[src/rtl/anc_sample_deinterleaver.sv]
// Deinterleaves a word-serial SI/SQ/NI/NQ ADC stream into parallel samples; sigEnable one cycle after word 3, no backpressure.
// Aborts and counts frames that are broken by a misplaced marker or a stall; ANC_OFFSET_BINARY_EN flips each word's MSB on entry.
module anc_sample_deinterleaver #(
    parameter int DATA_BUS_SIZE  = 12,
    parameter int TIMEOUT_CYCLES = 64
) (
    input  logic                            clock,
    input  logic                            reset,
    input  logic        [DATA_BUS_SIZE-1:0] adc_data,
    input  logic                            adc_valid,
    input  logic                            adc_first,
    output logic signed [DATA_BUS_SIZE-1:0] signalChannel_I,
    output logic signed [DATA_BUS_SIZE-1:0] signalChannel_Q,
    output logic signed [DATA_BUS_SIZE-1:0] noiseChannel_I,
    output logic signed [DATA_BUS_SIZE-1:0] noiseChannel_Q,
    output logic                            sigEnable,
    output logic                            frame_error,
    output logic        [15:0]              dropped_frames
);

    typedef enum logic {SYNC_WAIT, COLLECT} state_t;

    localparam logic [15:0] IDLE_LAST = 16'(TIMEOUT_CYCLES - 1);

    state_t                   state, state_nxt;
    logic [1:0]               index, index_nxt;
    logic [15:0]              idle_cnt, idle_cnt_nxt;
    logic [DATA_BUS_SIZE-1:0] slot [4];
    logic [DATA_BUS_SIZE-1:0] word_in;
    logic [1:0]               wr_idx;
    logic                     store, abort, complete, complete_q;

`ifdef ANC_OFFSET_BINARY_EN
    assign word_in = {~adc_data[DATA_BUS_SIZE-1], adc_data[DATA_BUS_SIZE-2:0]};
`else
    assign word_in = adc_data;
`endif

    // A marker always restarts the frame at slot 0.
    assign wr_idx = adc_first ? 2'd0 : index;

    always_comb begin
        state_nxt    = state;
        index_nxt    = index;
        idle_cnt_nxt = idle_cnt;
        store        = 1'b0;
        abort        = 1'b0;
        complete     = 1'b0;
        case (state)
            SYNC_WAIT: begin
                idle_cnt_nxt = '0;
                if (adc_valid && adc_first) begin
                    store     = 1'b1;
                    index_nxt = 2'd1;
                    state_nxt = COLLECT;
                end
            end
            COLLECT: begin
                if (adc_valid) begin
                    idle_cnt_nxt = '0;
                    store        = 1'b1;
                    if (adc_first) begin
                        abort     = 1'b1;
                        index_nxt = 2'd1;
                    end else if (index == 2'd3) begin
                        complete  = 1'b1;
                        index_nxt = 2'd0;
                        state_nxt = SYNC_WAIT;
                    end else begin
                        index_nxt = index + 2'd1;
                    end
                end else if (idle_cnt == IDLE_LAST) begin
                    abort        = 1'b1;
                    idle_cnt_nxt = '0;
                    index_nxt    = 2'd0;
                    state_nxt    = SYNC_WAIT;
                end else begin
                    idle_cnt_nxt = idle_cnt + 16'd1;
                end
            end
            default: state_nxt = SYNC_WAIT;
        endcase
    end

    always_ff @(posedge clock or posedge reset) begin
        if (reset) begin
            state    <= SYNC_WAIT;
            index    <= '0;
            idle_cnt <= '0;
        end else begin
            state    <= state_nxt;
            index    <= index_nxt;
            idle_cnt <= idle_cnt_nxt;
        end
    end

    // Outputs are copied from staging one edge after word 3, so a new word 0 may land in slot 0 on that same edge.
    always_ff @(posedge clock or posedge reset) begin
        if (reset) begin
            for (int i = 0; i < 4; i++) slot[i] <= '0;
            complete_q      <= 1'b0;
            signalChannel_I <= '0;
            signalChannel_Q <= '0;
            noiseChannel_I  <= '0;
            noiseChannel_Q  <= '0;
            sigEnable       <= 1'b0;
            frame_error     <= 1'b0;
            dropped_frames  <= '0;
        end else begin
            if (store) slot[wr_idx] <= word_in;
            complete_q  <= complete;
            sigEnable   <= complete_q;
            frame_error <= abort;
            if (complete_q) begin
                signalChannel_I <= slot[0];
                signalChannel_Q <= slot[1];
                noiseChannel_I  <= slot[2];
                noiseChannel_Q  <= slot[3];
            end
            if (abort && dropped_frames != 16'hFFFF) dropped_frames <= dropped_frames + 16'd1;
        end
    end

endmodule

[config.mk]
export PLATFORM = sky130hd
export DESIGN_NAME = anc_sample_deinterleaver
export DESIGN_NICKNAME = d
export VERILOG_FILES = /design/src/rtl/anc_sample_deinterleaver.sv
export SDC_FILE = /design/constraint.sdc
export NUM_CORES = 1
export LEC_CHECK = 0
export BUFFER_PORTS_ARGS = -buffer_cell sky130_fd_sc_hd__buf_2
export CAP_MARGIN = 0
export CORE_UTILIZATION = 45
export CTS_CLUSTER_DIAMETER = 80
export DETAILED_ROUTE_END_ITERATION = 8
export GPL_TIMING_DRIVEN = 0
export PLACE_DENSITY = 0.69
export SYNTH_ARGS = -nofsm -noshare
export SYNTH_HDL_FRONTEND = slang
export SYNTH_SLANG_ARGS = --single-unit
[constraint.sdc]
create_clock -name clock -period 11.8 [get_ports clock]
set_input_delay 2.36 -clock clock [delete_from_list [all_inputs] [get_ports clock]]
set_output_delay 2.36 -clock clock [all_outputs]
set_load 0.02 [all_outputs]
==> flow_metrics.py, run 1 <==
metrics = {
    "floorplanning": {
        "ioPinCount": 82,
        "die_y_um": 111.7,
        "core_area_um2": 11560,
        "dieArea_um2": 12470,
        "die_x_um": 111.7,
        "start_util": 0.4681,
        "rows": 39,
    },
    "worst_hold_path": {
        "holdPathStages": 0,
        "holdCritPathClass": "reg -> reg",
    },
    "timing": {
        "finalClockSkew_ns": 0.007312,
        "fmax_mhz": 276.7,
        "post-route-min-period_ns": 3.614,
        "rsz0062_at_grt": "false",
        "slew_violations": 0,
        "worst_pin_slew_ns": 0.7607,
        "post-route-period-util": 0.3063,
        "hold_viol": 0,
        "setup_violations": 0,
        "tns_ns": 0,
        "timing.hold.ws_ns": 0.4228,
        "setup_slack_ns": 8.186,
        "slew_headroom": 0.4928,
    },
    "cts": {
        "cts.path.max_buffers": 2,
        "clock_latency_ns": 0.41,
        "clkTransAtPathRegs_ns": 0.06,
        "cts_tree": "done",
        "cts-hold-fix-buffers": 0,
        "numCtsBuffers": 17,
        "htree_levels": 4,
        "root_buffer": "clkbuf_16",
        "ctsResizeCount": 0,
        "cts.sinks": 134,
        "postCtsSetupRepairBufs": 0,
    },
    "route": {
        "via_count": 3313,
        "wirelength_met1_um": 4883,
        "wl_met3_um": 407,
        "drtIter0Drc": 194,
        "route.met2.wl_um": 4889,
        "viasPerCell": 5.144,
        "drt-pass1-iter-count": 6,
        "wire_per_inst_um": 16.15,
        "ant_nets": 0,
        "postRouteWirelength_um": 10400,
        "highest_layer": "met4",
        "drc": 3,
    },
    "pwr": {
        "p_leak_nw": 3.247,
        "cellPowerDensity_nw_per_um2": 238.1,
        "comb_power_share": 0.228,
        "power.total_mw": 1.578,
        "p_int_mw": 1.105,
        "power_switching_uw": 473.1,
        "vdd_drop_max_mv": 0.1018,
        "pwr-share-clk": 0.339,
        "seq_power_share": 0.434,
        "swShare": 0.2998,
    },
    "yosys": {
        "synthArstFlopShare": 1.000,
        "synthCells": 388,
        "yosysTopAreaCellShare": 0.6194,
        "yosysTopAreaCell": "dfrtp_1",
        "syn-num-nets": 407,
        "yosys_most_used_dff": "dfrtp_1",
        "ys_warn_count": 0,
        "synth_cell_type_count": 32,
        "synth_edf_count": 0,
        "netlist_area_um2": 5414,
        "ys_ff_latch": 134,
        "ys_top_cells_by_area": "dfrtp_1 62%, mux2_2 21%, xor2_1 2.6%",
        "syn_avg_cell_area_um2": 13.95,
        "seq_area_frac_synth": 0.6194,
    },
    "worst_setup_path": {
        "critPathLaunchType": "input port",
        "critPathArrivalTime_ns": 3.91,
        "setup.worst_path.class": "in -> reg",
        "worst_path_max_delay_cell": "mux2_2",
        "max_stage_delay_ns": 0.36,
        "crit_fanout": 10,
        "cp_cell_sequence": "clkbuf_1 -> nand2_1 -> nor2_1 -> nand2_1 -> nor2_1 -> buf_4 -> mux2_2",
        "worstPathRequired_ns": 12.10,
        "reg2regPathDepth": 7,
        "endpoint_kind": "flop",
    },
    "final_layout": {
        "nets": 507,
        "instances_no_fill": 644,
        "area_growth_syn_to_layout_pct": 22.44,
        "fill_cells": 938,
        "drive_gt1_frac": 0.4491,
        "diodes": 0,
    },
    "global_routing": {
        "gr-total-overflow": 0,
        "antenna_found_initial": 0,
        "first_global_vias": 3430,
        "grt_start_max_net_pins": 94,
        "grt_pass1_wl_um": 17430,
        "gr-usage-all-layers": 0.1826,
    },
    "status": {
        "status": "finished, violations left",
        "violations": "design-rule violations",
    },
    "placed_design": {
        "gp_congestion": 0.7627,
        "post-place-ws_ns": 7.725,
        "hpwl_um": 6952,
        "port_buffers": 80,
        "dp_cells": 612,
    },
    "run": {
        "cap_viol_max_count": 0,
    },
}
area by class of cell:
class | count | area (µm²) | share of cell area
Inverter | 8 | 35.03 | 0.005285
Buffer | 13 | 68.82 | 0.01038
Timing Repair Buffer | 81 | 427.9 | 0.06455
Clock buffer | 18 | 429.2 | 0.06474
Tap cell | 143 | 178.9 | 0.02699
Multi-Input combinational cell | 233 | 1962 | 0.2960
Clock inverter | 14 | 173.9 | 0.02624
Sequential cell | 134 | 3353 | 0.5059
state kept, by name (all words and copies together), names as in the netlist:
name	flops
idle_cnt	16
noiseChannel_Q	12
noiseChannel_I	12
frame_error	1
signalChannel_Q	12
index	2
sigEnable	1
dropped_frames	16
state	1
complete_q	1
slot	48
signalChannel_I	12
metrics by stage:
step,util,area (µm²)
detailed placement,0.5210,6026
CTS,0.5732,6629
floorplan,-,5414
finish,0.5732,6629
global route,0.5732,6629
global placement,0.5182,5993
worst paths after layout:
| check | from | end | slack (ns) |
|---|---|---|---|
| max reg2reg | dropped_frames[0] | dropped_frames[3] | 9.70 |
| min | complete_q | sigEnable | 0.42 |
| max in group asynchronous | reset | noiseChannel_I[2] | 9.07 |
| min in group asynchronous | reset | dropped_frames[4] | 1.95 |
| min reg2reg | complete_q | sigEnable | 0.42 |
| max | adc_valid | slot[29] | 8.19 |
kinds of logic after synthesis:
| kind of cell | after synthesis | synth area share |
|---|---|---|
| flip-flops | 134 | 0.6194 |
| multiplexers | 99 | 0.2059 |
| AND/OR/NAND/NOR | 97 | 0.09637 |
| XOR/XNOR | 27 | 0.04368 |
| buffers and inverters | 21 | 0.01826 |
| AO/OA/AOI/OAI | 7 | 0.009474 |
| adder cells (fa/ha/maj) | 3 | 0.006934 |
power by group through the flow:
stage | logic, mW | registers (mW) | clock network, mW
6_report | 0.359 | 0.685 | 0.534
5_1_grt | 0.387 | 0.705 | 0.565
4_1_cts | 0.365 | 0.685 | 0.545
3_5_place_dp | 0.363 | 0.691 | 0
3_3_place_gp | 0.353 | 0.686 | 0
2_1_floorplan | 0.155 | 0.769 | 0
critical path: cells and delay by family:
kind / cells / cell delay (ns)
buf+inv: 2 / 0.52
mux: 1 / 0.36
simple gates: 4 / 0.66
cells in the mapped netlist (all sizes together), types with 2 or more instances:
master	instances
and2	2
and3	3
and4	3
buf	9
clkbuf	4
dfrtp	134
ha	3
inv	8
mux2	99
nand2	19
nand2b	2
nand3	13
nand4	4
nor2	28
nor3	9
nor3b	2
nor4	8
nor4b	2
o21ai	5
xnor2	11
xor2	16
cell usage in the layout, fill, tap and decap left out, types with 3 or more instances in the layout:
master / synthesis / final
nand3_1: 13 / 13
bufinv_16: 0 / 3
inv_1: 8 / 7
nand2_1: 19 / 19
clkbuf_16: 0 / 17
nor4_1: 5 / 5
buf_2: 4 / 84
o21ai_0: 5 / 5
nor2_1: 28 / 28
xor2_1: 16 / 16
nand4_1: 4 / 4
clkbuf_1: 4 / 5
clkinvlp_4: 0 / 4
nor3_1: 9 / 9
ha_1: 3 / 3
mux2_2: 99 / 99
xnor2_1: 11 / 11
inv_6: 0 / 5
dfrtp_1: 134 / 134
metal layers:
layer	vias up	track usage
met5	-	0
met4	0	0.08108
met3	17	0.05226
met2	63	0.2795
met1	1678	0.2424
li1	1555	-
No activity file was read; power rests on OpenSTA's default activity.
==> run 2, diff against run 1 <==
- clock period: 11.8 -> 3.6 ns (I/O delays scaled with it)
==> run 2 against run 1 <==
Compared with the run above:
- the flow still finishes with violations (design-rule violations)
- sequential power increased to 3.3 times the previous value
- largest cell class unchanged
- final cell count up 0.16%
- combinational power rose to 3.3 times the previous value
==> flow_metrics.py, run 2 (same netlist as run 1, synthesis figures left out) <==
metrics = {
    "pwr": {
        "cellPowerDensity_nw_per_um2": 760.8,
        "p_leak_nw": 3.241,
        "vdd_drop_max_mv": 0.3625,
        "power.total_mw": 5.030,
    },
    "placed_design": {
        "hpwl_um": 7190,
        "gp_congestion": 0.7705,
        "port_buffers": 80,
    },
    "timing": {
        "rsz0062_at_grt": "false",
        "worst_pin_slew_ns": 0.7454,
        "hold_viol": 0,
        "post-route-min-period_ns": 2.085,
        "fmax_mhz": 479.5,
        "finalClockSkew_ns": 0.01075,
        "tns_ns": 0,
        "slew_headroom": 0.5031,
        "slew_violations": 0,
        "timing.hold.ws_ns": 0.3986,
        "setup_violations": 0,
        "post-route-period-util": 0.5793,
    },
    "final_layout": {
        "final_cell_mix": "134 x dfrtp_1, 99 x mux2_2, 84 x buf_2, 28 x nor2_1, 19 x nand2_1",
        "regMostFlops": "slot",
        "nets": 509,
        "largest_register_ffs": 48,
        "reg_top3": "slot (48), dropped_frames (16), idle_cnt (16)",
        "diodes": 0,
        "fill_cells": 971,
        "final_common_cell": "dfrtp_1",
        "drive_gt1_frac": 0.4442,
        "area_growth_syn_to_layout_pct": 22.12,
    },
    "route": {
        "drt-pass1-iter-count": 6,
        "drtIter0Drc": 146,
        "wire_per_inst_um": 16.18,
        "postRouteWirelength_um": 10440,
        "viasPerCell": 5.116,
        "via_count": 3300,
        "drc": 5,
        "ant_nets": 0,
    },
    "cts": {
        "clkTransAtPathRegs_ns": 0.06,
        "clock_latency_ns": 0.41,
        "ctsResizeCount": 0,
        "numCtsBuffers": 17,
        "cts_tree": "done",
        "cts-hold-fix-buffers": 0,
        "postCtsSetupRepairBufs": 0,
        "root_buffer": "clkbuf_16",
        "htree_levels": 4,
        "cts.sinks": 134,
        "cts.path.max_buffers": 2,
    },
    "worst_setup_path": {
        "setup.worst_path.class": "reg -> reg",
        "crit_fanout": 7,
        "critPathLaunchType": "flop",
        "endpoint_kind": "flop",
        "worstPathRequired_ns": 3.89,
        "rrSetupSlack_ns": 1.51,
        "critPathArrivalTime_ns": 2.38,
    },
    "global_routing": {
        "gr-total-overflow": 0,
        "first_global_vias": 3362,
        "gr-usage-all-layers": 0.1839,
        "antenna_found_initial": 0,
        "grt_start_max_net_pins": 43,
        "grt_pass1_wl_um": 17350,
    },
    "floorplanning": {
        "ioPinCount": 82,
        "rows": 39,
        "die_x_um": 111.7,
        "die_y_um": 111.7,
        "start_util": 0.4681,
        "core_area_um2": 11560,
        "dieArea_um2": 12470,
    },
    "status": {
        "status": "finished, violations left",
        "violations": "design-rule violations",
    },
    "run": {
        "cap_viol_max_count": 0,
    },
    "worst_hold_path": {
        "holdCritPathClass": "in -> async",
    },
}
[run 2: routing by layer]
metal | wire length, µm | part of all wire | global-route usage | vias up
li1 | - | - | - | 1552
met5 | 0 | 0 | 0 | -
met2 | 4946 | 0.47 | 0.2832 | 68
met4 | 171 | 0.016 | 0.08559 | 0
met1 | 4944 | 0.47 | 0.2447 | 1668
met3 | 377 | 0.036 | 0.04736 | 12
[run 2: path summary, 6_finish.rpt]
check                            start                  to  cells after the start
setup / recovery           idle_cnt[0]  dropped_frames[15]                      6
setup reg to reg           idle_cnt[0]  dropped_frames[15]                      6
max in group asynchronous        reset            slot[36]                      4
hold reg to reg             complete_q           sigEnable                      0
hold / removal                   reset         idle_cnt[2]                      2
min in group clock          complete_q           sigEnable                      0
[run 2: critical path: stages, from the launching register on]
cell	delay, ns
dfrtp_1	0.42
ha_1	0.25
and4bb_1	0.20
and4_2	0.29
a31oi_4	0.15
nor4_1	0.30
mux2_2	0.37
[run 2: power by group]
part	leakage, nW	switching [mW]	internal (mW)
registers	1.75	0.265	1.98
logic	1.22	0.633	0.551
clock network	0.266	0.600	0.999
total	3.24	1.50	3.53
[run 2: layout make-up]
cell class | count | area [µm²] | share of cell area
plain buffers | 13 | 68.82 | 0.01041
clock buffers | 24 | 481.7 | 0.07286
clock inverters | 7 | 72.57 | 0.01098
inverters | 8 | 33.78 | 0.005110
multi-input cells | 233 | 1962 | 0.2967
flip-flops and latches | 134 | 3353 | 0.5072
well taps | 143 | 178.9 | 0.02706
repair buffers | 83 | 460.4 | 0.06964
[run 2: metrics by stage]
stage / worst slack [ns] / cell area (µm²) / utilization / instances
after global placement: 0.4300 / 5997 / 0.5186 / 611
final: 1.515 / 6611 / 0.5717 / 645
after floorplan: 1.215 / 5418 / - / 388
after global routing: 1.345 / 6611 / 0.5717 / 645
after CTS: 1.533 / 6611 / 0.5717 / 645
after detailed placement: 1.171 / 6057 / 0.5237 / 614
==> run 3, diff against run 2 <==
- PLACE_DENSITY: 0.69 -> 0.72
- clock period: 3.6 -> 1.8 ns (I/O delays scaled with it)
==> run 3 against run 2 <==
Compared with the run above:
- the run ends with design-rule violations, negative setup slack left
- non-clock buffer count is 20 higher
- final area is 5.8% higher
- setup slack worse by 1.6 ns
- critical path depth is 1 lower
- clock-buffer cell count is 4 lower
- combinational power is 110% higher
- clock skew is 0.0040 ns lower
- sequential share of layout area is 2.8 points lower
- hold slack worse by 0.17 ns
- clock power is 100% higher
==> flow_metrics.py, run 3 (same netlist as run 1, synthesis figures left out) <==
metrics = {
    "status": {
        "status": "finished, violations left",
        "violations": "design-rule violations, negative setup slack",
    },
    "cts": {
        "clkTransAtPathRegs_ns": 0.06,
        "root_buffer": "clkbuf_16",
        "cts_tree": "done",
        "cts.path.max_buffers": 2,
        "cts.sinks": 134,
        "htree_levels": 4,
        "clock_latency_ns": 0.41,
        "numCtsBuffers": 17,
    },
    "floorplanning": {
        "die_x_um": 111.7,
        "start_util": 0.4681,
        "dieArea_um2": 12470,
        "core_area_um2": 11560,
        "ioPinCount": 82,
        "die_y_um": 111.7,
        "rows": 39,
    },
    "route": {
        "ant_nets": 0,
        "via_count": 3411,
        "drc": 5,
        "wire_per_inst_um": 16.07,
        "drt-pass1-iter-count": 6,
        "postRouteWirelength_um": 10690,
        "viasPerCell": 5.129,
        "drtIter0Drc": 173,
    },
    "worst_setup_path": {
        "cp_cell_sequence": "nor4_4 -> and4_4 -> a31oi_4 -> nor4_2 -> mux2_2",
        "worstPathRequired_ns": 2.09,
        "critPathLaunchType": "flop",
        "endpoint_kind": "flop",
        "critPathArrivalTime_ns": 2.14,
        "timing.rr.end": "dropped_frames[15]",
        "rrSetupSlack_ns": -0.05,
        "crit_fanout": 6,
        "critPathLaunch": "idle_cnt[14]",
        "reg2reg_from": "idle_cnt[14]",
        "max_stage_delay_ns": 0.41,
        "reg2regPathDepth": 5,
        "worst_path_max_delay_cell": "dfrtp_1",
        "cp-endpoint": "dropped_frames[15]",
        "setup.worst_path.class": "reg -> reg",
    },
    "global_routing": {
        "grt_start_max_net_pins": 44,
        "antenna_found_initial": 0,
        "use_met3": 0.04682,
        "grt-busiest-layer": "met2",
        "grt_pass1_wl_um": 17930,
        "gr-usage-all-layers": 0.1892,
        "gr-total-overflow": 0,
        "first_global_vias": 3560,
        "gr-usage-met2": 0.2944,
        "grt_util_met1": 0.2484,
    },
    "timing": {
        "finalClockSkew_ns": 0.006727,
        "slew_headroom": 0.5110,
        "slew_violations": 0,
        "hold_viol": 0,
        "setup_violations": 11,
        "worst_pin_slew_ns": 0.7336,
        "post-route-min-period_ns": 1.848,
        "timing.hold.ws_ns": 0.2294,
        "post-route-period-util": 1.026,
        "rsz0062_at_grt": "true",
        "setup_slack_ns": -0.04767,
        "fmax_mhz": 541.2,
    },
    "placed_design": {
        "gp_congestion": 0.8110,
        "port_buffers": 80,
        "hpwl_um": 7133,
        "place_area_um2": 6080,
    },
    "final_layout": {
        "drive_gt1_frac": 0.5249,
        "final_common_cell": "dfrtp_1",
        "largest_register_ffs": 48,
        "diodes": 0,
        "nets": 529,
        "final_area_um2": 6997,
        "regMostFlops": "slot",
        "area_growth_syn_to_layout_pct": 29.24,
        "reg_top3": "slot (48), dropped_frames (16), idle_cnt (16)",
        "final_cell_mix": "132 x dfrtp_1, 99 x mux2_2, 83 x buf_2, 22 x nor2_1, 21 x buf_4",
    },
    "pwr": {
        "power.total_mw": 10.16,
        "p_leak_nw": 3.371,
        "cellPowerDensity_nw_per_um2": 1453,
        "vdd_drop_max_mv": 0.7907,
    },
    "run": {
        "cap_viol_max_count": 0,
    },
    "worst_hold_path": {
        "holdCritPathClass": "in -> reg",
    },
}
==> run 3: layout make-up <==
class | instances | area (µm²)
inverters | 8 | 33.78
repair buffers | 103 | 613.1
plain buffers | 13 | 100.1
flip-flops and latches | 134 | 3356
well taps | 143 | 178.9
multi-input cells | 233 | 2155
fillers | 897 | 4568
clock buffers | 20 | 456.7
clock inverters | 11 | 103.9
==> run 3: report_power, final <==
part | switching, mW | internal (mW) | leakage (nW)
combinational | 1.29 | 1.16 | 1.36
clock | 1.24 | 1.96 | 0.260
sequential | 0.541 | 3.96 | 1.75
==> run 3: how the worst min path moves through the flow <==
stage	start	end	slack [ns]	cells after the start
floorplan	complete_q	sigEnable	0.39	0
CTS	adc_data[9]	slot[45]	0.22	2
detailed placement	reset	dropped_frames[10]	0.41	2
global route	adc_data[0]	slot[0]	0.22	2
finish	adc_data[9]	slot[45]	0.23	2
global placement	complete_q	sigEnable	0.41	0
==> run 3: metal layers <==
layer | share of wire | routed length [µm]
met3 | 0.033 | 355
met1 | 0.46 | 4922
met2 | 0.48 | 5167
met4 | 0.023 | 242
met5 | 0 | 0
==> run 3: what timing repair did <==
action	in CTS	in global routing
hold endpoints to repair	17	0
setup buffers	10	9
cloned	0	0
setup endpoints to repair	75	45
hold buffers	1	0
pin swaps	8	8
resized for setup	20	27
==> run 3: worst max-delay path: cells and delay by family (launching register included) <==
family,cells,cell delay (ns)
compound gates,1,0.13
flops,1,0.41
mux,1,0.36
simple gates,3,0.83
==> run 3: stage by stage <==
| stage | TNS [ns] | utilization | setup slack [ns] | std cells |
|---|---|---|---|---|
| after floorplan | -30.71 | - | -0.2252 | 388 |
| after global placement | -138.94 | 0.5205 | -0.9694 | 611 |
| after detailed placement | -13.94 | 0.5257 | -0.2817 | 614 |
| after CTS | -0.1616 | 0.5871 | -0.09223 | 656 |
| after global routing | -1.685 | 0.6050 | -0.1759 | 665 |
| final | -0.1502 | 0.6050 | -0.04767 | 665 |
